### src/rtl/hevc_epb_packer_pkg.sv
// hevc_epb_packer_pkg: shared state encoding, constants and zero-run helper
// for the HEVC emulation-prevention byte packer.
package hevc_epb_packer_pkg;

    typedef enum logic [1:0] {
        ST_PASS = 2'd0,
        ST_EPB  = 2'd1,
        ST_PAD  = 2'd2,
        ST_DONE = 2'd3
    } state_e;

    localparam logic [7:0]  EPB_BYTE      = 8'h03;
    localparam int unsigned PAD_ALIGN_DEF = 64;

    // Length of the run of payload zeros ending at the byte just emitted, capped at 2.
    function automatic logic [1:0] zero_next(input logic [1:0] zc, input logic [7:0] dat, input logic epb);
        return (epb && dat == 8'h00) ? ((zc == 2'd2) ? 2'd2 : zc + 2'd1) : 2'd0;
    endfunction

endpackage

### src/rtl/hevc_epb_packer.sv
// hevc_epb_packer: inserts 0x03 emulation-prevention bytes into NAL payload
// and zero-pads the output to PAD_ALIGN bytes on flush.
module hevc_epb_packer
    import hevc_epb_packer_pkg::*;
#(
    parameter int unsigned PAD_ALIGN = PAD_ALIGN_DEF
) (
    input  logic        clk,
    input  logic        rst_n,
    input  logic        bs_val_i,
    input  logic [7:0]  bs_dat_i,
    input  logic        bs_epb_i,
    output logic        bs_rdy_o,
    input  logic        flush_i,
    output logic [7:0]  dout_o,
    output logic        wr_en_o,
    output logic        flush_done_o,
    output logic [31:0] out_cnt_o,
    output logic [15:0] epb_cnt_o
);

    localparam logic [31:0] ALIGN_MASK = 32'(PAD_ALIGN - 1);

    state_e      state_q, state_d;
    logic [7:0]  dout_q, hold_q;
    logic        wr_en_q, done_q, rdy_q, pend_q, rearm_q;
    logic [31:0] out_cnt_q;
    logic [15:0] epb_cnt_q;
    logic [1:0]  zero_cnt_q;

    logic        accept, insert, idle_flush, going_done;
    logic [31:0] cnt_eff, cnt_pad;

    // out_cnt_q lags wr_en_o by a cycle; cnt_eff includes the byte currently on dout_o.
    assign cnt_eff    = out_cnt_q + {31'd0, wr_en_q};
    assign cnt_pad    = cnt_eff + 32'd1;
    assign accept     = bs_val_i && rdy_q;
    assign insert     = accept && bs_epb_i && zero_cnt_q == 2'd2 && bs_dat_i <= EPB_BYTE;
    assign idle_flush = state_q == ST_PASS && !accept && pend_q;
    assign going_done = (idle_flush && (cnt_eff & ALIGN_MASK) == 32'd0) ||
                        (state_q == ST_PAD && (cnt_pad & ALIGN_MASK) == 32'd0);

    always_comb begin
        state_d = (state_q == ST_PASS) ? (insert ? ST_EPB : idle_flush ? (going_done ? ST_DONE : ST_PAD) : ST_PASS)
                : (state_q == ST_PAD)  ? (going_done ? ST_DONE : ST_PAD)
                :                        ST_PASS;
    end

    always_ff @(posedge clk or negedge rst_n) begin
        if (!rst_n) begin
            state_q    <= ST_PASS;
            dout_q     <= 8'h00;
            hold_q     <= 8'h00;
            wr_en_q    <= 1'b0;
            done_q     <= 1'b0;
            rdy_q      <= 1'b0;
            pend_q     <= 1'b0;
            rearm_q    <= 1'b0;
            out_cnt_q  <= 32'd0;
            epb_cnt_q  <= 16'd0;
            zero_cnt_q <= 2'd0;
        end else begin
            state_q   <= state_d;
            rdy_q     <= state_d == ST_PASS;
            done_q    <= going_done;
            wr_en_q   <= 1'b0;
            out_cnt_q <= cnt_eff;
            // A flush arriving while one is already pending is parked in rearm_q and re-armed at DONE.
            pend_q    <= going_done ? (rearm_q || flush_i) : (pend_q || flush_i);
            rearm_q   <= !going_done && (rearm_q || (flush_i && pend_q));
            case (state_q)
                ST_PASS: begin
                    if (accept) begin
                        wr_en_q <= 1'b1;
                        if (insert) begin
                            dout_q     <= EPB_BYTE;
                            hold_q     <= bs_dat_i;
                            zero_cnt_q <= 2'd0;
                            epb_cnt_q  <= (epb_cnt_q == 16'hFFFF) ? epb_cnt_q : epb_cnt_q + 16'd1;
                        end else begin
                            dout_q     <= bs_dat_i;
                            zero_cnt_q <= zero_next(zero_cnt_q, bs_dat_i, bs_epb_i);
                        end
                    end
                end
                ST_EPB: begin
                    wr_en_q    <= 1'b1;
                    dout_q     <= hold_q;
                    zero_cnt_q <= zero_next(zero_cnt_q, hold_q, 1'b1);
                end
                ST_PAD: begin
                    wr_en_q <= 1'b1;
                    dout_q  <= 8'h00;
                end
                default: zero_cnt_q <= 2'd0;
            endcase
        end
    end

    assign bs_rdy_o     = rdy_q;
    assign dout_o       = dout_q;
    assign wr_en_o      = wr_en_q;
    assign flush_done_o = done_q;
    assign out_cnt_o    = out_cnt_q;
    assign epb_cnt_o    = epb_cnt_q;

endmodule

### config.mk
export PLATFORM = sky130hd
export DESIGN_NAME = hevc_epb_packer
export DESIGN_NICKNAME = d
export VERILOG_FILES = /design/src/rtl/hevc_epb_packer_pkg.sv /design/src/rtl/hevc_epb_packer.sv
export SDC_FILE = /design/constraint.sdc
export NUM_CORES = 1
export LEC_CHECK = 0
export CORE_MARGIN = 4
export CORE_UTILIZATION = 40
export CTS_CLUSTER_SIZE = 40
export DETAILED_ROUTE_END_ITERATION = 7
export HOLD_SLACK_MARGIN = 0.03
export PLACE_DENSITY = 0.67
export SYNTH_ARGS = -nofsm -noshare
export SYNTH_HDL_FRONTEND = slang
export SYNTH_SLANG_ARGS = --single-unit
### constraint.sdc
create_clock -name clk -period 1.75 [get_ports clk]
set_input_delay 0.2625 -clock clk [delete_from_list [all_inputs] [get_ports clk]]
set_output_delay 0.2625 -clock clk [all_outputs]
set_load 0.03 [all_outputs]
Yosys cells after proc, flatten, opt, wreduce, memory -nomap -nowiden
Cells that the tools add are included.
- flip-flop bits (word level): 73
- bits of input ports: 13
- output and inout port bits: 59
- bitwise operators: 2
- reductions and logical operators: 29
- $lt $le $gt $ge: 1
- equality and inequality tests: 5
- $add $sub $neg: 4
- mux-type cells: 17
- operators by type and width (kind ; count):
    zero test 32 bit ; 2
    adder 32 x 1 -> 32 bit ; 1
    one-hot mux 8 bit (3 select lines) ; 1
    two-way mux 2 bit ; 9
    adder 16 x 1 -> 16 bit (second input constant) ; 1
    equality test 16 bit (second input constant) ; 1
    zero test 8 bit ; 2
    two-way mux 8 bit ; 2
    logical AND 1 bit ; 11
    less-or-equal comparator 8 x 2 -> 1 bit (second input constant) ; 1
    adder 6 x 1 -> 6 bit (second input constant) ; 1
    one-hot mux 2 bit (3 select lines) ; 1
    equality test 2 bit (second input constant) ; 2
    zero test 2 bit ; 2
    logical OR 1 bit ; 4
    AND reduction 2 bit ; 2
    AND reduction 4 bit ; 1
    two-way mux 1 bit ; 3
    AND reduction 3 bit ; 1
    nonzero test 3 bit ; 1
    adder 2 x 1 -> 2 bit (second input constant) ; 1
    equality test 2 x 1 -> 1 bit (second input constant) ; 1
    zero test 1 bit ; 2
    inequality test 2 bit (second input constant) ; 1
    3 further kinds ; 4

Longest topological paths before layout
Gate-level depths: netlist of run 1.
- depth after elaboration: 11
- mapped depth: 8
- mapped depth without buffers: 7

Least setup slack after synthesis of run 1
OpenSTA, ideal clock, no wires.
- kind: register -> register
- from: register out_cnt_q[0] (netlist: out_cnt_o[0])
- to: register out_cnt_q[27] (netlist: out_cnt_o[27])
- setup slack: -203 ps
- data arrival time: 1820 ps
- library setup time: 133 ps
- clock period less this slack: 1953 ps
- stages on the path, launching flop included: 8
- cells stage by stage: dfrtp_1 ha_1 and3_1 buf_4 nand3_2 nor4_2 nand4_1 xnor2_1
- longest elaborated chain between the ends: 1
- RTL lines (what ; RTL line ; source):
    start, declared ; hevc_epb_packer.sv:27 ; logic [31:0] out_cnt_q;
    start signal, assigned ; hevc_epb_packer.sv:67 ; out_cnt_q <= cnt_eff;
    adder 32 x 1 -> 32 bit ; hevc_epb_packer.sv:35 ; assign cnt_eff = out_cnt_q + {31'd0, wr_en_q};
    via cnt_eff[27] ; hevc_epb_packer.sv:32 ; logic [31:0] cnt_eff, cnt_pad;
The timed path passes the listed nets, and every way through them passes these cells.
A chain may end at the register's enable or synchronous reset.

Final worst setup path of run 1
- from: register out_cnt_q[0] (netlist: out_cnt_o[0])
- to: register state_q[0]
- longest elaborated chain between the ends: 9
- RTL lines (what ; RTL line ; source):
    adder 32 x 1 -> 32 bit * ; hevc_epb_packer.sv:35 ;
    via cnt_eff[4] ; hevc_epb_packer.sv:32 ;
    adder 6 x 1 -> 6 bit ; hevc_epb_packer.sv:36 ; assign cnt_pad = cnt_eff + 32'd1;
    zero test 32 bit ; hevc_epb_packer.sv:41 ; (state_q == ST_PAD && (cnt_pad & ALIGN_MASK) == 32'd0);
    logical AND 1 bit ; hevc_epb_packer.sv:41 ;
    logical OR 1 bit * ; hevc_epb_packer.sv:40 ; assign going_done = (idle_flush && (cnt_eff & ALIGN_MASK) == 32'd0) ||
    via going_done ; hevc_epb_packer.sv:31 ; logic accept, insert, idle_flush, going_done;
    two-way mux 1 bit * ; hevc_epb_packer.sv:44, hevc_epb_packer.sv:45 ;
    two-way mux 2 bit (2 in series) ; hevc_epb_packer.sv:44 ; state_d = (state_q == ST_PASS) ? (insert ? ST_EPB : idle_flush ? (going_done ? ST_DONE : ST_PAD) : ST_PASS)
    two-way mux 2 bit * ; hevc_epb_packer.sv:44 ;
    via state_d[0] ; hevc_epb_packer.sv:24 ; state_e state_q, state_d;
    end signal, assigned ; hevc_epb_packer.sv:63 ; state_q <= state_d;
    end, declared ; hevc_epb_packer.sv:24 ;
The timed path passes the listed nets; every way through them passes the cells marked *.

==> metrics.json, run 1 <==
{
  "power-per-cell-area_nw_per_um2": 626,
  "cts_buf_count": 9,
  "antenna_violating_nets_post_route": 0,
  "synth.distinct_cells": 44,
  "route.detailed.wl_per_inst_um": 13.9,
  "clock_tree.htree_level_count": 3,
  "grt_antenna_before_repair": 0,
  "synth.area.top_cells": "sky130_fd_sc_hd__dfrtp_1 52%, sky130_fd_sc_hd__xnor2_1 8.0%, sky130_fd_sc_hd__nand2_1 4.0%, sky130_fd_sc_hd__ha_1 3.6%, sky130_fd_sc_hd__nand3_1 3.4%",
  "largest_family_of_logic_cells_by_synthesized_area": "simple AND/OR/NAND/NOR gates",
  "route.detailed.drc": 0,
  "period_share": 1.03,
  "dp.cells": 543,
  "overflow": 0,
  "critical_path_class": "flop to flop",
  "grt_pass1_vias": 2852,
  "synthesis.area_per_instance_um2": 10.6,
  "worstPathRequired_ns": 1.97,
  "critical_path.n_buffers_inverters": 0,
  "port-buffer-count": 71,
  "cp_cell_sequence": "ha_4, ha_4, and3_4, xnor2_2, nor3_1, a21o_1, a21bo_2",
  "dominantRegCellSynth": "sky130_fd_sc_hd__dfrtp_1",
  "layout-drive-gt1-share": 0.279,
  "nNetsFinal": 476,
  "final_core_util": 0.614,
  "synth-adder-area-share": 0.0358,
  "post_synthesis_share_of_cell_area_spent_on_xor_and_xnor_gates": 0.108,
  "die_h_um": 102,
  "violations": "setup timing",
  "synth_cell_count_leaders": "73 x sky130_fd_sc_hd__dfrtp_1, 37 x sky130_fd_sc_hd__nand2_1, 32 x sky130_fd_sc_hd__xnor2_1, 24 x sky130_fd_sc_hd__nand3_1, 18 x sky130_fd_sc_hd__nor2_1",
  "grt_max_degree": 74,
  "tightest_pin_transition_ns": 0.476,
  "synthMostInstantiatedCell": "sky130_fd_sc_hd__dfrtp_1",
  "rrSetupSlack_ns": -0.05,
  "hold_path_depth": 4,
  "area_growth_pct": 47.0,
  "hold-path-endpoint": "dout_o[6]$_DFFE_PN0P_",
  "final-setup-viol-count": 1,
  "outcome": "finished with violations",
  "core.rowCount": 33,
  "cts.path.max_buffers": 2,
  "tritoncts_sinks": 73,
  "critical-path-top-cell-by-count": "sky130_fd_sc_hd__ha_4",
  "initial_utilization": 0.417,
  "timing.clock.skew_ns": 0.0101,
  "coreArea_um2": 8380,
  "timing.hold.ws_ns": 0.436,
  "compound_gate_portion_of_the_synthesized_area": 0.0798,
  "worstReg2RegStart": "out_cnt_o[0]$_DFF_PN0_",
  "boundaryPins": 72,
  "critPathMaxFanout": 4,
  "firstDrtPassIters": 4,
  "post_synth_instance_area_um2": 3500,
  "leakage_nw": 2.64,
  "postRouteWirelength_um": 7830,
  "timing.rr.end": "state_q[0]$_DFF_PN0_",
  "fp.dieW_um": 102,
  "synth_simple_gate_area_share": 0.221,
  "crit_path_start_kind": "flop",
  "viasPerCell": 5.05,
  "final_cell_count_no_fill": 563,
  "top_area_cell_type_share_of_the_netlist_area": 0.522,
  "synth_area_leader_cell": "sky130_fd_sc_hd__dfrtp_1",
  "clockRootBuffer": "sky130_fd_sc_hd__clkbuf_8",
  "drtIter0Drc": 60,
  "ys_async_sr_fraction": 1.00,
  "tritoncts": "yes",
  "cpMaxStageDelayCell": "sky130_fd_sc_hd__dfrtp_2",
  "critical_path_arrival_ns": 2.03,
  "hold_class": "primary input to flop",
  "sum_of_net_half_perimeters_after_detailed_placement_um": 5860,
  "report.final.slew_viol_count": 0,
  "fin_crit_ns": 1.80,
  "crit_path_max_delay_family": "flip-flops",
  "n_antenna_cell": 0,
  "yosysWarningCount": 0,
  "timing.fmax_mhz": 554,
  "max_stage_delay_ns": 0.44,
  "slew_headroom": 0.679,
  "pre_cts_ws_ns": -0.460,
  "yosys-mux-area-fraction": 0.00608,
  "ff2ff_path_depth": 7,
  "setup_slack_of_the_critical_path_after_layout_ns": -0.0546,
  "path_clk_slew_ns": 0.08,
  "synth_sequential_area_ratio": 0.522,
  "yosys_register_bits": 73,
  "min-delay-start": "bs_dat_i[6]",
  "wire_length_of_the_first_global_routing_pass_um": 13200,
  "ir_drop_v": 0.000392,
  "die_area_um2": 10300,
  "cells_after_synth": 329,
  "maxCapViolCount": 0,
  "vias": 2844,
  "gpl.final_weighted_congestion": 0.795,
  "synth_nets": 352,
  "clk-insertion-delay-late_ns": 0.34,
  "rsz_0062_raised_after_global_routing": "true",
  "synth-edff-count": 0,
  "gr-usage-all-layers": 0.160,
  "hold_viol": 0,
  "worstSetupEndpointType": "flop",
  "post-layout-total-power_mw": 3.22
}
[through the flow]
stage	setup TNS, ns	area, um2
after floorplan	-0.0160	3620
after global placement	-7.16	4790
after detailed placement	-8.50	4790
after CTS	-0.0331	5000
after global routing	-0.867	5140
final	-0.0546	5140
[worst min-delay path, delay by kind of cell]
family | cells | cell delay [ns]
AOI/OAI and AO/OA | 2 | 0.18
and+or+nand+nor | 1 | 0.14
buffers and inverters | 1 | 0.15
[timing repair]
action                                  in CTS  in global routing
endpoints found under the hold margin       73                  0
pin swaps                                    1                 11
buffers inserted                             1                  2
endpoints found under the setup margin      39                 43
hold buffers                                 1                  0
resized for setup                           30                 33
[layout make-up]
class / instances / area (um2)
Fill cell: 734 / 3240
Sequential cell: 73 / 1850
Multi-Input combinational cell: 234 / 1770
Timing Repair Buffer: 123 / 1130
Tap cell: 105 / 131
Clock buffer: 10 / 128
Clock inverter: 6 / 92.6
Inverter: 12 / 45.0
[cell families after synthesis]
family | after synthesis
multiplexers | 2
flip-flops | 73
adder cells (fa/ha/maj) | 10
AND/OR/NAND/NOR | 139
buffers and inverters | 22
XOR/XNOR | 43
AO/OA/AOI/OAI | 40
[per-layer routing]
metal	routed length (um)	track usage
met1	3410	0.199
met5	0	0
met2	3970	0.271
met3	351	0.0530
met4	104	0.0358
[state kept, by name (all words and copies together), names as in the netlist]
register	cells
flush_done_o	1
dout_o	8
wr_en_o	1
zero_cnt_q	2
state_q	2
rearm_q	1
pend_q	1
out_cnt_o	32
hold_q	8
epb_cnt_o	16
bs_rdy_o	1
[power breakdown]
part | switching [mW] | internal [mW] | total [mW]
clock network | 0.641 | 0.808 | 1.45
registers | 0.000000000000000126 | 1.68 | 1.68
logic | 0.0483 | 0.0366 | 0.0850
[cell usage in the layout (no fill, tap or decap), types with 11 or more instances in the layout]
cell / Yosys / final
sky130_fd_sc_hd__and2_1: 12 / 12
sky130_fd_sc_hd__buf_4: 2 / 49
sky130_fd_sc_hd__clkdlybuf4s50_1: 0 / 29
sky130_fd_sc_hd__dfrtp_1: 73 / 52
sky130_fd_sc_hd__dfrtp_2: 0 / 21
sky130_fd_sc_hd__dlygate4sd2_1: 0 / 26
sky130_fd_sc_hd__dlymetal6s2s_1: 0 / 15
sky130_fd_sc_hd__inv_1: 12 / 11
sky130_fd_sc_hd__nand2_1: 37 / 33
sky130_fd_sc_hd__nand3_1: 24 / 23
sky130_fd_sc_hd__nand4_1: 11 / 11
sky130_fd_sc_hd__nor2_1: 18 / 17
sky130_fd_sc_hd__o21ai_0: 13 / 13
sky130_fd_sc_hd__xnor2_1: 32 / 27
sky130_fd_sc_hd__xor2_1: 11 / 11
[how the worst max path moves through the flow]
| stage | start | end | slack, ns | depth (start not counted) |
|---|---|---|---|---|
| 6_report | out_cnt_o[0]$_DFF_PN0_ | state_q[0]$_DFF_PN0_ | -0.05 | 7 |
| 5_1_grt | out_cnt_o[0]$_DFF_PN0_ | state_q[0]$_DFF_PN0_ | -0.12 | 7 |
| 4_1_cts | out_cnt_o[0]$_DFF_PN0_ | state_q[0]$_DFF_PN0_ | -0.03 | 7 |
| 3_5_place_dp | bs_dat_i[7] | epb_cnt_o[15]$_DFFE_PN0P_ | -0.46 | 6 |
| 3_3_place_gp | bs_dat_i[7] | epb_cnt_o[15]$_DFFE_PN0P_ | -0.43 | 6 |
| 2_1_floorplan | out_cnt_o[0]$_DFF_PN0_ | out_cnt_o[27]$_DFF_PN0_ | -0.02 | 7 |
(Power assumes the default switching activity.)
==> run 2: changes to the inputs <==
- CTS_CLUSTER_SIZE: 40 -> not set
==> results of run 2 <==
The final DEF is identical to that of run 1; final timing and power are the same.
